File: src/rtl/doc_reg_sequencer.sv
// Bus master that replays queued DOC5503 register commands with programmable
// setup/active/hold phases, returning read data and optional write read-back checks.
module doc_reg_sequencer #(
    parameter int SETUP_CYCLES  = 8,
    parameter int ACTIVE_CYCLES = 16,
    parameter int HOLD_CYCLES   = 8,
    parameter int FIFO_DEPTH    = 4,
    parameter int VERIFY_WRITES = 0
) (
    input  logic       clk_i,
    input  logic       reset_i,
    input  logic       cmd_valid_i,
    output logic       cmd_ready_o,
    input  logic       cmd_we_i,
    input  logic [7:0] cmd_addr_i,
    input  logic [7:0] cmd_data_i,
    output logic       rsp_valid_o,
    output logic [7:0] rsp_addr_o,
    output logic [7:0] rsp_data_o,
    output logic       rsp_mismatch_o,
    output logic       busy_o,
    input  logic       doc_ready_i,
    output logic       doc_cs_n_o,
    output logic       doc_we_n_o,
    output logic [7:0] doc_addr_o,
    output logic [7:0] doc_data_o,
    input  logic [7:0] doc_data_i
);

    localparam int MAX_SA  = (SETUP_CYCLES > ACTIVE_CYCLES) ? SETUP_CYCLES : ACTIVE_CYCLES;
    localparam int MAX_ALL = (MAX_SA > HOLD_CYCLES) ? MAX_SA : HOLD_CYCLES;
    localparam int CNT_W   = $clog2(MAX_ALL + 1);
    localparam int PTR_W   = $clog2(FIFO_DEPTH);

    localparam logic [CNT_W-1:0] CNT_ONE = CNT_W'(1);
    localparam logic [CNT_W-1:0] S_LAST  = CNT_W'(SETUP_CYCLES - 1);
    localparam logic [CNT_W-1:0] A_LAST  = CNT_W'(ACTIVE_CYCLES - 1);
    localparam logic [CNT_W-1:0] H_LAST  = CNT_W'(HOLD_CYCLES - 1);
    localparam logic [PTR_W:0]   PTR_ONE = (PTR_W+1)'(1);

    localparam logic [2:0] ST_IDLE    = 3'd0;
    localparam logic [2:0] ST_SETUP   = 3'd1;
    localparam logic [2:0] ST_ACTIVE  = 3'd2;
    localparam logic [2:0] ST_HOLD    = 3'd3;
    localparam logic [2:0] ST_VSETUP  = 3'd4;
    localparam logic [2:0] ST_VACTIVE = 3'd5;
    localparam logic [2:0] ST_VHOLD   = 3'd6;

    // Command handshake: a command transfers on any clock edge where cmd_valid_i
    // and cmd_ready_o are both high; ready depends only on FIFO fullness.
    logic [16:0]      mem_q [FIFO_DEPTH];
    logic [PTR_W:0]   wr_ptr_q, wr_ptr_d;
    logic [PTR_W:0]   rd_ptr_q, rd_ptr_d;
    logic             fifo_full, fifo_empty, push, pop;

    logic [2:0]       state_q, state_d;
    logic [CNT_W-1:0] cnt_q, cnt_d;
    logic             we_q, we_d;
    logic [7:0]       addr_q, addr_d;
    logic [7:0]       wdata_q, wdata_d;
    logic             rsp_valid_q, rsp_valid_d;
    logic [7:0]       rsp_addr_q, rsp_addr_d;
    logic [7:0]       rsp_data_q, rsp_data_d;
    logic             rsp_mm_q, rsp_mm_d;
    logic             last;
    logic [16:0]      head;

    assign fifo_empty = (wr_ptr_q == rd_ptr_q);
    assign fifo_full  = (wr_ptr_q[PTR_W] != rd_ptr_q[PTR_W]) &&
                        (wr_ptr_q[PTR_W-1:0] == rd_ptr_q[PTR_W-1:0]);
    assign push       = cmd_valid_i && !fifo_full;
    assign pop        = (state_q == ST_IDLE) && !fifo_empty && doc_ready_i;
    assign head       = mem_q[rd_ptr_q[PTR_W-1:0]];
    assign last       = (cnt_q == '0);

    always_comb begin
        wr_ptr_d = push ? wr_ptr_q + PTR_ONE : wr_ptr_q;
        rd_ptr_d = pop  ? rd_ptr_q + PTR_ONE : rd_ptr_q;
    end

    always_comb begin
        state_d     = state_q;
        cnt_d       = last ? cnt_q : cnt_q - CNT_ONE;
        we_d        = we_q;
        addr_d      = addr_q;
        wdata_d     = wdata_q;
        rsp_valid_d = 1'b0;
        rsp_addr_d  = rsp_addr_q;
        rsp_data_d  = rsp_data_q;
        rsp_mm_d    = rsp_mm_q;
        case (state_q)
            ST_IDLE: begin
                cnt_d = '0;
                if (pop) begin
                    state_d = ST_SETUP;
                    cnt_d   = S_LAST;
                    we_d    = head[16];
                    addr_d  = head[15:8];
                    wdata_d = head[7:0];
                end
            end
            ST_SETUP: if (last) begin
                state_d = ST_ACTIVE;
                cnt_d   = A_LAST;
            end
            ST_ACTIVE: if (last) begin
                state_d = ST_HOLD;
                cnt_d   = H_LAST;
                if (!we_q) begin
                    rsp_valid_d = 1'b1;
                    rsp_addr_d  = addr_q;
                    rsp_data_d  = doc_data_i;
                    rsp_mm_d    = 1'b0;
                end
            end
            ST_HOLD: if (last) begin
                if (we_q && (VERIFY_WRITES != 0)) begin
                    state_d = ST_VSETUP;
                    cnt_d   = S_LAST;
                end else begin
                    state_d = ST_IDLE;
                    cnt_d   = '0;
                end
            end
            ST_VSETUP: if (last) begin
                state_d = ST_VACTIVE;
                cnt_d   = A_LAST;
            end
            ST_VACTIVE: if (last) begin
                // Read-back sample is judged against the data that was written.
                state_d     = ST_VHOLD;
                cnt_d       = H_LAST;
                rsp_valid_d = 1'b1;
                rsp_addr_d  = addr_q;
                rsp_data_d  = doc_data_i;
                rsp_mm_d    = (doc_data_i != wdata_q);
            end
            ST_VHOLD: if (last) begin
                state_d = ST_IDLE;
                cnt_d   = '0;
            end
            default: begin
                state_d = ST_IDLE;
                cnt_d   = '0;
            end
        endcase
    end

    always_ff @(posedge clk_i) begin
        if (push) begin
            mem_q[wr_ptr_q[PTR_W-1:0]] <= {cmd_we_i, cmd_addr_i, cmd_data_i};
        end
    end

    always_ff @(posedge clk_i) begin
        if (reset_i) begin
            wr_ptr_q    <= '0;
            rd_ptr_q    <= '0;
            state_q     <= ST_IDLE;
            cnt_q       <= '0;
            we_q        <= 1'b0;
            addr_q      <= '0;
            wdata_q     <= '0;
            rsp_valid_q <= 1'b0;
            rsp_addr_q  <= '0;
            rsp_data_q  <= '0;
            rsp_mm_q    <= 1'b0;
        end else begin
            wr_ptr_q    <= wr_ptr_d;
            rd_ptr_q    <= rd_ptr_d;
            state_q     <= state_d;
            cnt_q       <= cnt_d;
            we_q        <= we_d;
            addr_q      <= addr_d;
            wdata_q     <= wdata_d;
            rsp_valid_q <= rsp_valid_d;
            rsp_addr_q  <= rsp_addr_d;
            rsp_data_q  <= rsp_data_d;
            rsp_mm_q    <= rsp_mm_d;
        end
    end

    assign cmd_ready_o    = !fifo_full;
    assign busy_o         = (state_q != ST_IDLE) || !fifo_empty;
    assign doc_cs_n_o     = !((state_q == ST_ACTIVE) || (state_q == ST_VACTIVE));
    assign doc_we_n_o     = !((state_q == ST_ACTIVE) && we_q);
    assign doc_addr_o     = addr_q;
    assign doc_data_o     = wdata_q;
    assign rsp_valid_o    = rsp_valid_q;
    assign rsp_addr_o     = rsp_addr_q;
    assign rsp_data_o     = rsp_data_q;
    assign rsp_mismatch_o = rsp_mm_q;

endmodule

File: config.mk
export PLATFORM = sky130hd
export DESIGN_NAME = doc_reg_sequencer
export DESIGN_NICKNAME = d
export VERILOG_FILES = /design/src/rtl/doc_reg_sequencer.sv
export SDC_FILE = /design/constraint.sdc
export NUM_CORES = 1
export LEC_CHECK = 0
export BUFFER_PORTS_ARGS = -buffer_cell sky130_fd_sc_hd__buf_2
export CAP_MARGIN = 20
export CORE_ASPECT_RATIO = 0.5
export CORE_MARGIN = 4
export CORE_UTILIZATION = 39
export CTS_BUF_LIST = sky130_fd_sc_hd__clkbuf_16
export DETAILED_ROUTE_END_ITERATION = 16
export SYNTH_ARGS = -nofsm -noshare
export SYNTH_HDL_FRONTEND = slang
export SYNTH_SLANG_ARGS = --single-unit
File: constraint.sdc
create_clock -name clk_i -period 5.5 [get_ports clk_i]
set_input_delay 0.55 -clock clk_i [delete_from_list [all_inputs] [get_ports clk_i]]
set_output_delay 0.55 -clock clk_i [all_outputs]
set_load 0.02 [all_outputs]
==> results of run 1 <==
worst min-delay path by stage:
| stage | end | slack, ps | cells after the start |
|---|---|---|---|
| 4_1_cts | mem_q[3][3] | 350 | 1 |
| 2_1_floorplan | we_q | 450 | 2 |
| 5_1_grt | mem_q[1][5] | 350 | 1 |
| 3_3_place_gp | doc_addr_o[6] | 460 | 2 |
| 6_report | mem_q[1][5] | 360 | 1 |
| 3_5_place_dp | doc_addr_o[6] | 460 | 2 |
routing by layer:
metal,wire [um],up-vias,part of all wire (%)
met4,97,2,1.1
met1,4300,1332,47
met2,4300,55,47
met3,436,8,4.8
li1,-,1347,-
met5,7,-,0.077
final cells by class:
class,instances,area [um^2]
inverters,7,26.3
clock inverters,14,185
multi-input cells,187,1470
fillers,948,5600
well taps,159,199
repair buffers,69,360
flip-flops and latches,117,3020
clock buffers,17,425
per-stage QoR:
stage | setup slack, ps | total power (W)
after floorplan | 3500 | 0.00160
after global placement | 2750 | 0.00175
after detailed placement | 2640 | 0.00177
after CTS | 2630 | 0.00290
after global routing | 2430 | 0.00302
final | 2710 | 0.00288
cells by family (layout without fill, tap and decap cells):
| kind of cell | count (synthesis) | after routing | share of synthesized area [%] |
|---|---|---|---|
| AND/OR/NAND/NOR | 86 | 86 | 8.54 |
| XOR/XNOR | 16 | 16 | 3.04 |
| buffers and inverters | 26 | 107 | 3.04 |
| AO/OA/AOI/OAI | 44 | 44 | 6.05 |
| flip-flops | 117 | 117 | 65.5 |
| adder cells (fa/ha/maj) | 7 | 7 | 1.84 |
| multiplexers | 34 | 34 | 12.0 |
synth_stat cells, types with 2 or more instances:
cell	instances	area share, %
nand4_1	2	0.27
nor2_1	22	1.8
and2_1	5	0.68
buf_6	2	0.49
a22o_1	3	0.57
nand3b_1	3	0.49
o21ai_0	4	0.43
clkbuf_1	7	0.57
buf_2	9	0.98
dfxtp_1	49	21
a211oi_1	3	0.49
mux2i_1	17	3.7
ha_1	6	1.6
edfxtp_1	68	44
o21a_1	2	0.33
xor2_1	4	0.76
nor3_1	3	0.33
inv_1	7	0.57
a21oi_1	23	2.5
xnor2_1	12	2.3
mux4_2	17	8.3
nand2_1	41	3.3
power groups by stage:
stage,clock network [W],registers (W),logic [W]
after floorplan,0,0.00113,0.000468
after global placement,0,0.00111,0.000636
after detailed placement,0,0.00112,0.000650
after CTS,0.00115,0.00110,0.000654
after global routing,0.00119,0.00112,0.000714
final,0.00113,0.00110,0.000646
registers in the layout, indices dropped and copies added (netlist names):
register,flops
we_q,1
rsp_data_o,8
rd_ptr_q,3
rsp_mismatch_o,1
rsp_addr_o,8
doc_data_o,8
rsp_valid_o,1
wr_ptr_q,3
state_q,3
doc_addr_o,8
cnt_q,5
mem_q,68
==> key figures, run 1 <==
CTS
  – CTS clk-pin slew, worst paths: 50 ps
  – Post_cts resized: 0
  – Post-CTS Hold Fix Bufs: 0
  – CTS tree: built
  – Clock insertion delay at the later pin of the skew report: 400 ps
  – Htree depth: 4
  – Clock Sinks: 117
  – Post-CTS Setup Bufs: 0
  – Clock tree buffer depth: 2
  – Clk root buf: clkbuf_16
  – Num CTS Buffers: 17

Routing
  – WL/cell: 16.0 um
  – Via density per instance: 4.81
  – Final wirelength: 9.14 mm
  – DRC errors left: 0
  – Number of vias in the routed layout: 2744
  – Routed Antenna Nets: 0
  – TritonRoute pass-1 iters: 5
  – Detailed Route Iter0 Violations: 163

Yosys
  – Register area share after synthesis: 65.5%
  – Ys async rst share: 0%
  – Post-synthesis area per instance: 14.0 um^2
  – Synthesized Nets: 365
  – #FFs+latches synth: 117
  – Unique cell type count in the Yosys netlist: 43
  – Primary FF master, synth: edfxtp_1
  – Post-synth EDFFs: 68
  – Synth Instances: 330
  – Post-synthesis cell area: 0.00461 mm^2
  – Ys Warns: 0

Pwr
  – Internal: 0.00205 W
  – Combinational fraction of design power: 22.4%
  – Leak pwr: 2.06 nW
  – Clock share of power: 39.2%
  – Switch Pwr: 0.000829 W
  – Seq pwr share: 38.3%
  – Sw frac: 28.8%
  – Power density cells: 506 mW/mm^2
  – Maximum VDD drop: 225 uV

STA
  – Setup Viol. Count Final: 0
  – Normalized max-slew margin: 37.4%
  – Final Critical Period: 2790 ps
  – Clock Skews: 8.43 ps
  – WHS: 362 ps
  – Final hold violation count: 0
  – RSZ-0062 raised after global routing: false
  – Max-slew violations: 0
  – Final period util: 50.7%
  – Setup TNS: 0 ps
  – Fmax: 359 MHz
  – Slew @ Worst Pin: 937 ps

Final layout
  – ANT cells: 0
  – Layout area overhead: 23.2%
  – Nets@finish: 434
  – Final core utilization: 50.4%
  – Final Non-Filler Cells: 570
  – Commonest non-fill, non-tap cells in the layout: edfxtp_1 (68), buf_2 (66), dfxtp_1 (49)
  – Most common cell after layout, fill and taps aside: edfxtp_1
  – Final Instance Area: 0.00569 mm^2
  – Share of cells above drive strength 1: 28.7%

GRT
  – M2 GR Usage: 21.4%
  – Peak-usage layer in the global routing report: met2
  – First-pass GRT wire length: 14.7 mm
  – Largest net degree at the start of global routing: 50
  – Grt met1 use: 18.3%
  – Grt met3 use: 5.09%
  – Global route overflow: 0
  – Vias in the first global route: 2785
  – Antenna violations before repair: 1
  – GRT Total Usage: 14.0%

Floorplanning
  – Core area: 0.0113 mm^2
  – Width of the die: 162 um
  – Row cnt: 27
  – Starting density of the core: 40.9%
  – Die span in y: 84.9 um
  – Top Ports: 67
  – Full die area: 0.0137 mm^2

Placed design
  – DP HPWL: 6.12 mm
  – Placed inst area: 0.00506 mm^2
  – IO buf count: 66
  – Gpl congestion: 0.804
  – Placed cells: 538

Critical path
  – Setup crit start: rd_ptr_q[1]
  – Critical path cell sequence: xor2_1 > o31a_1 > and2_1
  – CP peak stage delay: 930 ps
  – Worst path depth: 3
  – CP max stage cell: dfxtp_1
  – Worst Setup Start Kind: flip-flop
  – Reg-to-reg endpoint: mem_q[3][16]
  – Crit end category: flip-flop
  – Delay-heaviest family, CP: flip-flops
  – Crit path to: mem_q[3][16]
  – FF-to-FF path depth: 3
  – CP arrival: 2810 ps
  – Minimum setup slack among reg-to-reg paths: 2710 ps
  – WP buf/inv: 0
  – Critical path class: flip-flop to flip-flop
  – Worst r2r src: rd_ptr_q[1]
  – Worst path required time: 5520 ps
  – Max FO, Critical Path: 20

Flow run
  – Max-cap violation count: 0

Status
  – Status: finished clean

Min path
  – Hold Crit Class: input port to flip-flop
  – Hold Path Origin: cmd_data_i[5]
No activity file was read; power rests on OpenSTA's default activity.
==> run 2, diff against run 1 <==
clock period = 2.23 ns   (was 5.5 ns; I/O delays follow)
==> run 2 against run 1 <==
Compared with the run above: global-route usage is 0.84 points higher; critical path depth is 4 higher; worst setup slack worse by 2600 ps; core utilization is 0.65 points higher; count of clock-buffer cells in the layout stayed put; non-clock buffer count is 13 higher; total power is 150% higher; die area stayed put; clock power is 140% higher; sequential share of layout area is 0.68 points lower; sequential cell count stayed put.
==> key figures, run 2 (synthesis gave the netlist of run 1 again) <==
Critical path
  – CP peak stage delay: 530 ps
  – Crit end category: flip-flop
  – Worst Setup Start Kind: flip-flop
  – Worst path required time: 2510 ps
  – CP max stage cell: or4b_1
  – Critical path class: flip-flop to flip-flop
  – Max FO, Critical Path: 12
  – CP arrival: 2340 ps
  – Critical path cell sequence: inv_1 > ha_1 > or4b_1 > a211oi_4 > buf_4 > mux2i_1 > nor2_1

CTS
  – Clock Sinks: 117
  – Post-CTS Hold Fix Bufs: 0
  – Num CTS Buffers: 17
  – Clk root buf: clkbuf_16
  – CTS tree: built
  – Htree depth: 4
  – Post-CTS Setup Bufs: 0
  – CTS clk-pin slew, worst paths: 50 ps
  – Clock tree buffer depth: 2
  – Clock insertion delay at the later pin of the skew report: 400 ps
  – Post_cts resized: 0

STA
  – Min setup slack post-route: 162 ps
  – Slew @ Worst Pin: 371 ps
  – Max-slew violations: 0
  – Setup TNS: 0 ps
  – Normalized max-slew margin: 75.1%
  – Fmax: 484 MHz
  – Final Critical Period: 2070 ps
  – Setup Viol. Count Final: 0
  – RSZ-0062 raised after global routing: false
  – Clock Skews: 7.37 ps
  – Final period util: 92.7%
  – Final hold violation count: 0
  – WHS: 34.7 ps

GRT
  – Largest net degree at the start of global routing: 32
  – Antenna violations before repair: 1
  – Vias in the first global route: 3033
  – Global route overflow: 0
  – First-pass GRT wire length: 15.7 mm
  – GRT Total Usage: 14.8%

Routing
  – M1 WL: 4.54 mm
  – WL/cell: 16.5 um
  – DR WL met2: 4.47 mm
  – DRC errors left: 0
  – Routed Antenna Nets: 0
  – Detailed Route Iter0 Violations: 176
  – WL met3: 482 um
  – TritonRoute pass-1 iters: 4
  – Number of vias in the routed layout: 2916
  – Max Used Layer: met5
  – Final wirelength: 9.60 mm
  – Via density per instance: 5.01

Placed design
  – Setup slack at placement: 164 ps
  – IO buf count: 66
  – DP HPWL: 6.58 mm
  – Gpl congestion: 0.771
  – Placed inst area: 0.00516 mm^2

Final layout
  – Final Instance Area: 0.00576 mm^2
  – ANT cells: 0
  – Commonest non-fill, non-tap cells in the layout: edfxtp_1 (68), buf_2 (66), dfxtp_1 (49)
  – Layout area overhead: 24.8%
  – Max reg flops: 68
  – Share of cells above drive strength 1: 30.3%
  – Fillers: 970
  – Most common cell after layout, fill and taps aside: edfxtp_1
  – Nets@finish: 447

Floorplanning
  – Core area: 0.0113 mm^2
  – Die span in y: 84.9 um
  – Row cnt: 27
  – Top Ports: 67
  – Width of the die: 162 um
  – Full die area: 0.0137 mm^2
  – Starting density of the core: 40.9%

Pwr
  – Leak pwr: 2.13 nW
  – Power density cells: 1240 mW/mm^2
  – Maximum VDD drop: 483 uV

Min path
  – Hold Crit Class: input port to flip-flop

Flow run
  – Max-cap violation count: 0

Status
  – Status: finished clean
==> run 2: area by class of cell <==
type / instances / area [um^2] / share of cell area (%)
clock buffer: 17 / 425 / 7.39
inverter: 7 / 26.3 / 0.456
tap: 159 / 199 / 3.45
sequential: 117 / 3020 / 52.5
clock inverter: 13 / 169 / 2.93
multi-input combinational: 187 / 1470 / 25.5
timing repair buffer: 82 / 450 / 7.82
==> run 2: critical path: cells and delay by family (launching register included) <==
| family | cells | cell delay (ps) |
|---|---|---|
| AO/OA/AOI/OAI | 1 | 260 |
| adder cells (fa/ha/maj) | 1 | 220 |
| buffers and inverters | 2 | 340 |
| flip-flops | 1 | 320 |
| multiplexers | 1 | 220 |
| AND/OR/NAND/NOR | 2 | 590 |
==> run 2: worst paths after layout <==
| path | start | endpoint | slack (ps) | depth (start not counted) |
|---|---|---|---|---|
| worst min-delay path | cmd_addr_i[3] | mem_q[3][11] | 30 | 1 |
| worst max-delay path | cnt_q[0] | rsp_data_o[7] | 160 | 7 |
| worst min register to register | doc_addr_o[3] | doc_addr_o[3] | 470 | 2 |
| worst max register to register | cnt_q[0] | rsp_data_o[7] | 160 | 7 |
==> run 2: power breakdown <==
part / switching (W) / total [W] / leakage [nW] / internal, W
Sequential: 0.000175 / 0.00270 / 1.02 / 0.00252
Combinational: 0.000977 / 0.00173 / 0.809 / 0.000751
Clock: 0.000879 / 0.00271 / 0.297 / 0.00183
==> run 2: layer usage <==
layer  up-vias  global-route usage (%)
li1       1382                       -
met1      1447                    19.6
met2        73                    22.6
met3        12                    5.29
met4         2                    5.76
met5         -                       0
==> run 2: metrics by stage <==
stage	cells	util (%)	total power, W
CTS	582	51.0	0.00721
finish	582	51.0	0.00714
floorplan	330	-	0.00395
global route	582	51.0	0.00752
global placement	552	45.8	0.00442
detailed placement	552	45.8	0.00448
==> run 3, diff against run 2 <==
PLACE_DENSITY = 0.59   (was default)
==> run 3 against run 2 <==
Compared with the run above: clock power decreased by 9.6%; combinational power about the same; final area decreased by 0.56%; hold slack about the same; maximum frequency increased by 1.6%; core utilization decreased by 0.29 points; sequential power about the same; die area unchanged; register-to-register slack improved by 30 ps; sequential cell count unchanged.
==> key figures, run 3 (synthesis gave the netlist of run 1 again) <==
Final layout
  – Most common cell after layout, fill and taps aside: edfxtp_1
  – ANT cells: 0
  – Commonest non-fill, non-tap cells in the layout: edfxtp_1 (68), buf_2 (66), dfxtp_1 (49)
  – Final Non-Filler Cells: 584
  – Layout area overhead: 24.1%
  – Nets@finish: 448
  – Final core utilization: 50.8%
  – Fillers: 991
  – Max reg flops: 68
  – Share of cells above drive strength 1: 31.3%

CTS
  – Clock Sinks: 117
  – Clock insertion delay at the later pin of the skew report: 400 ps
  – Post-CTS Hold Fix Bufs: 0
  – Clock tree buffer depth: 2
  – CTS clk-pin slew, worst paths: 50 ps
  – Htree depth: 4
  – Post_cts resized: 0
  – CTS tree: built
  – Clk root buf: clkbuf_16
  – Num CTS Buffers: 17
  – Post-CTS Setup Bufs: 0

Floorplanning
  – Starting density of the core: 40.9%
  – Full die area: 0.0137 mm^2
  – Row cnt: 27
  – Top Ports: 67
  – Die span in y: 84.9 um
  – Core area: 0.0113 mm^2
  – Width of the die: 162 um

Pwr
  – Leak pwr: 2.09 nW
  – Power density cells: 1210 mW/mm^2
  – Pwr Total: 0.00691 W
  – Maximum VDD drop: 568 uV

Critical path
  – CP max stage cell: or4b_1
  – Crit end category: flip-flop
  – Worst Setup Start Kind: flip-flop
  – Worst path required time: 2500 ps
  – WP buf/inv: 2
  – Max FO, Critical Path: 12
  – Delay-heaviest family, CP: simple AND/OR/NAND/NOR gates
  – CP arrival: 2300 ps
  – Critical path cell sequence: inv_1 > ha_1 > or4b_1 > a211oi_4 > buf_4 > mux2i_1 > nor2_1
  – Critical path class: flip-flop to flip-flop
  – CP peak stage delay: 520 ps

GRT
  – GRT Total Usage: 14.7%
  – Vias in the first global route: 2974
  – Antenna violations before repair: 0
  – Largest net degree at the start of global routing: 29
  – First-pass GRT wire length: 15.6 mm
  – Global route overflow: 0

STA
  – Slew @ Worst Pin: 469 ps
  – Final hold violation count: 0
  – Setup TNS: 0 ps
  – Clock Skews: 7.85 ps
  – WHS: 34.2 ps
  – Final Critical Period: 2030 ps
  – RSZ-0062 raised after global routing: false
  – Setup Viol. Count Final: 0
  – Normalized max-slew margin: 68.3%
  – Final period util: 91.3%
  – Max-slew violations: 0
  – Fmax: 491 MHz

Routing
  – Number of vias in the routed layout: 2823
  – WL/cell: 16.2 um
  – DRC errors left: 0
  – Detailed Route Iter0 Violations: 165
  – Final wirelength: 9.48 mm
  – Routed Antenna Nets: 0
  – TritonRoute pass-1 iters: 4
  – Via density per instance: 4.83

Placed design
  – Placed cells: 553
  – IO buf count: 66
  – Gpl congestion: 0.832
  – DP HPWL: 6.39 mm

Status
  – Status: finished clean

Flow run
  – Max-cap violation count: 0

Min path
  – Hold Crit Class: input port to flip-flop
[run 3: per-layer routing]
metal  vias to the layer above  global-route usage (%)  wire, um
met1                      1382                    19.2      4550
li1                       1378                       -         -
met3                        11                    4.61       396
met2                        52                    23.0      4420
met4                         0                    5.60       114
met5                         -                       0         0
[run 3: report_power, final]
group	switching (W)	leakage, nW	internal, W	total, W
sequential	0.000172	1.02	0.00252	0.00269
clock	0.000941	0.255	0.00151	0.00245
combinational	0.000988	0.817	0.000775	0.00176
[run 3: stage by stage]
stage	instance area, um^2	setup WS (ps)
6_report	5730	195
5_1_grt	5730	10.8
4_1_cts	5730	167
3_5_place_dp	5180	182
3_3_place_gp	5180	281
2_1_floorplan	4610	235
[run 3: area by class of cell]
type                       count  area [um^2]  area share (%)
clock buffer                  17          425            7.43
clock inverter                14          116            2.03
inverter                       7         26.3           0.459
multi-input combinational    187         1470            25.6
sequential                   117         3020            52.8
tap                          159          199            3.47
timing repair buffer          83          470            8.21
[run 3: worst paths after layout]
| kind | from | to | slack, ps | depth (start not counted) |
|---|---|---|---|---|
| max reg2reg | cnt_q[0] | rsp_data_o[2] | 200 | 7 |
| max | cnt_q[0] | rsp_data_o[2] | 200 | 7 |
| min | cmd_addr_i[3] | mem_q[0][11] | 30 | 1 |
| min reg2reg | doc_addr_o[7] | doc_addr_o[7] | 480 | 2 |
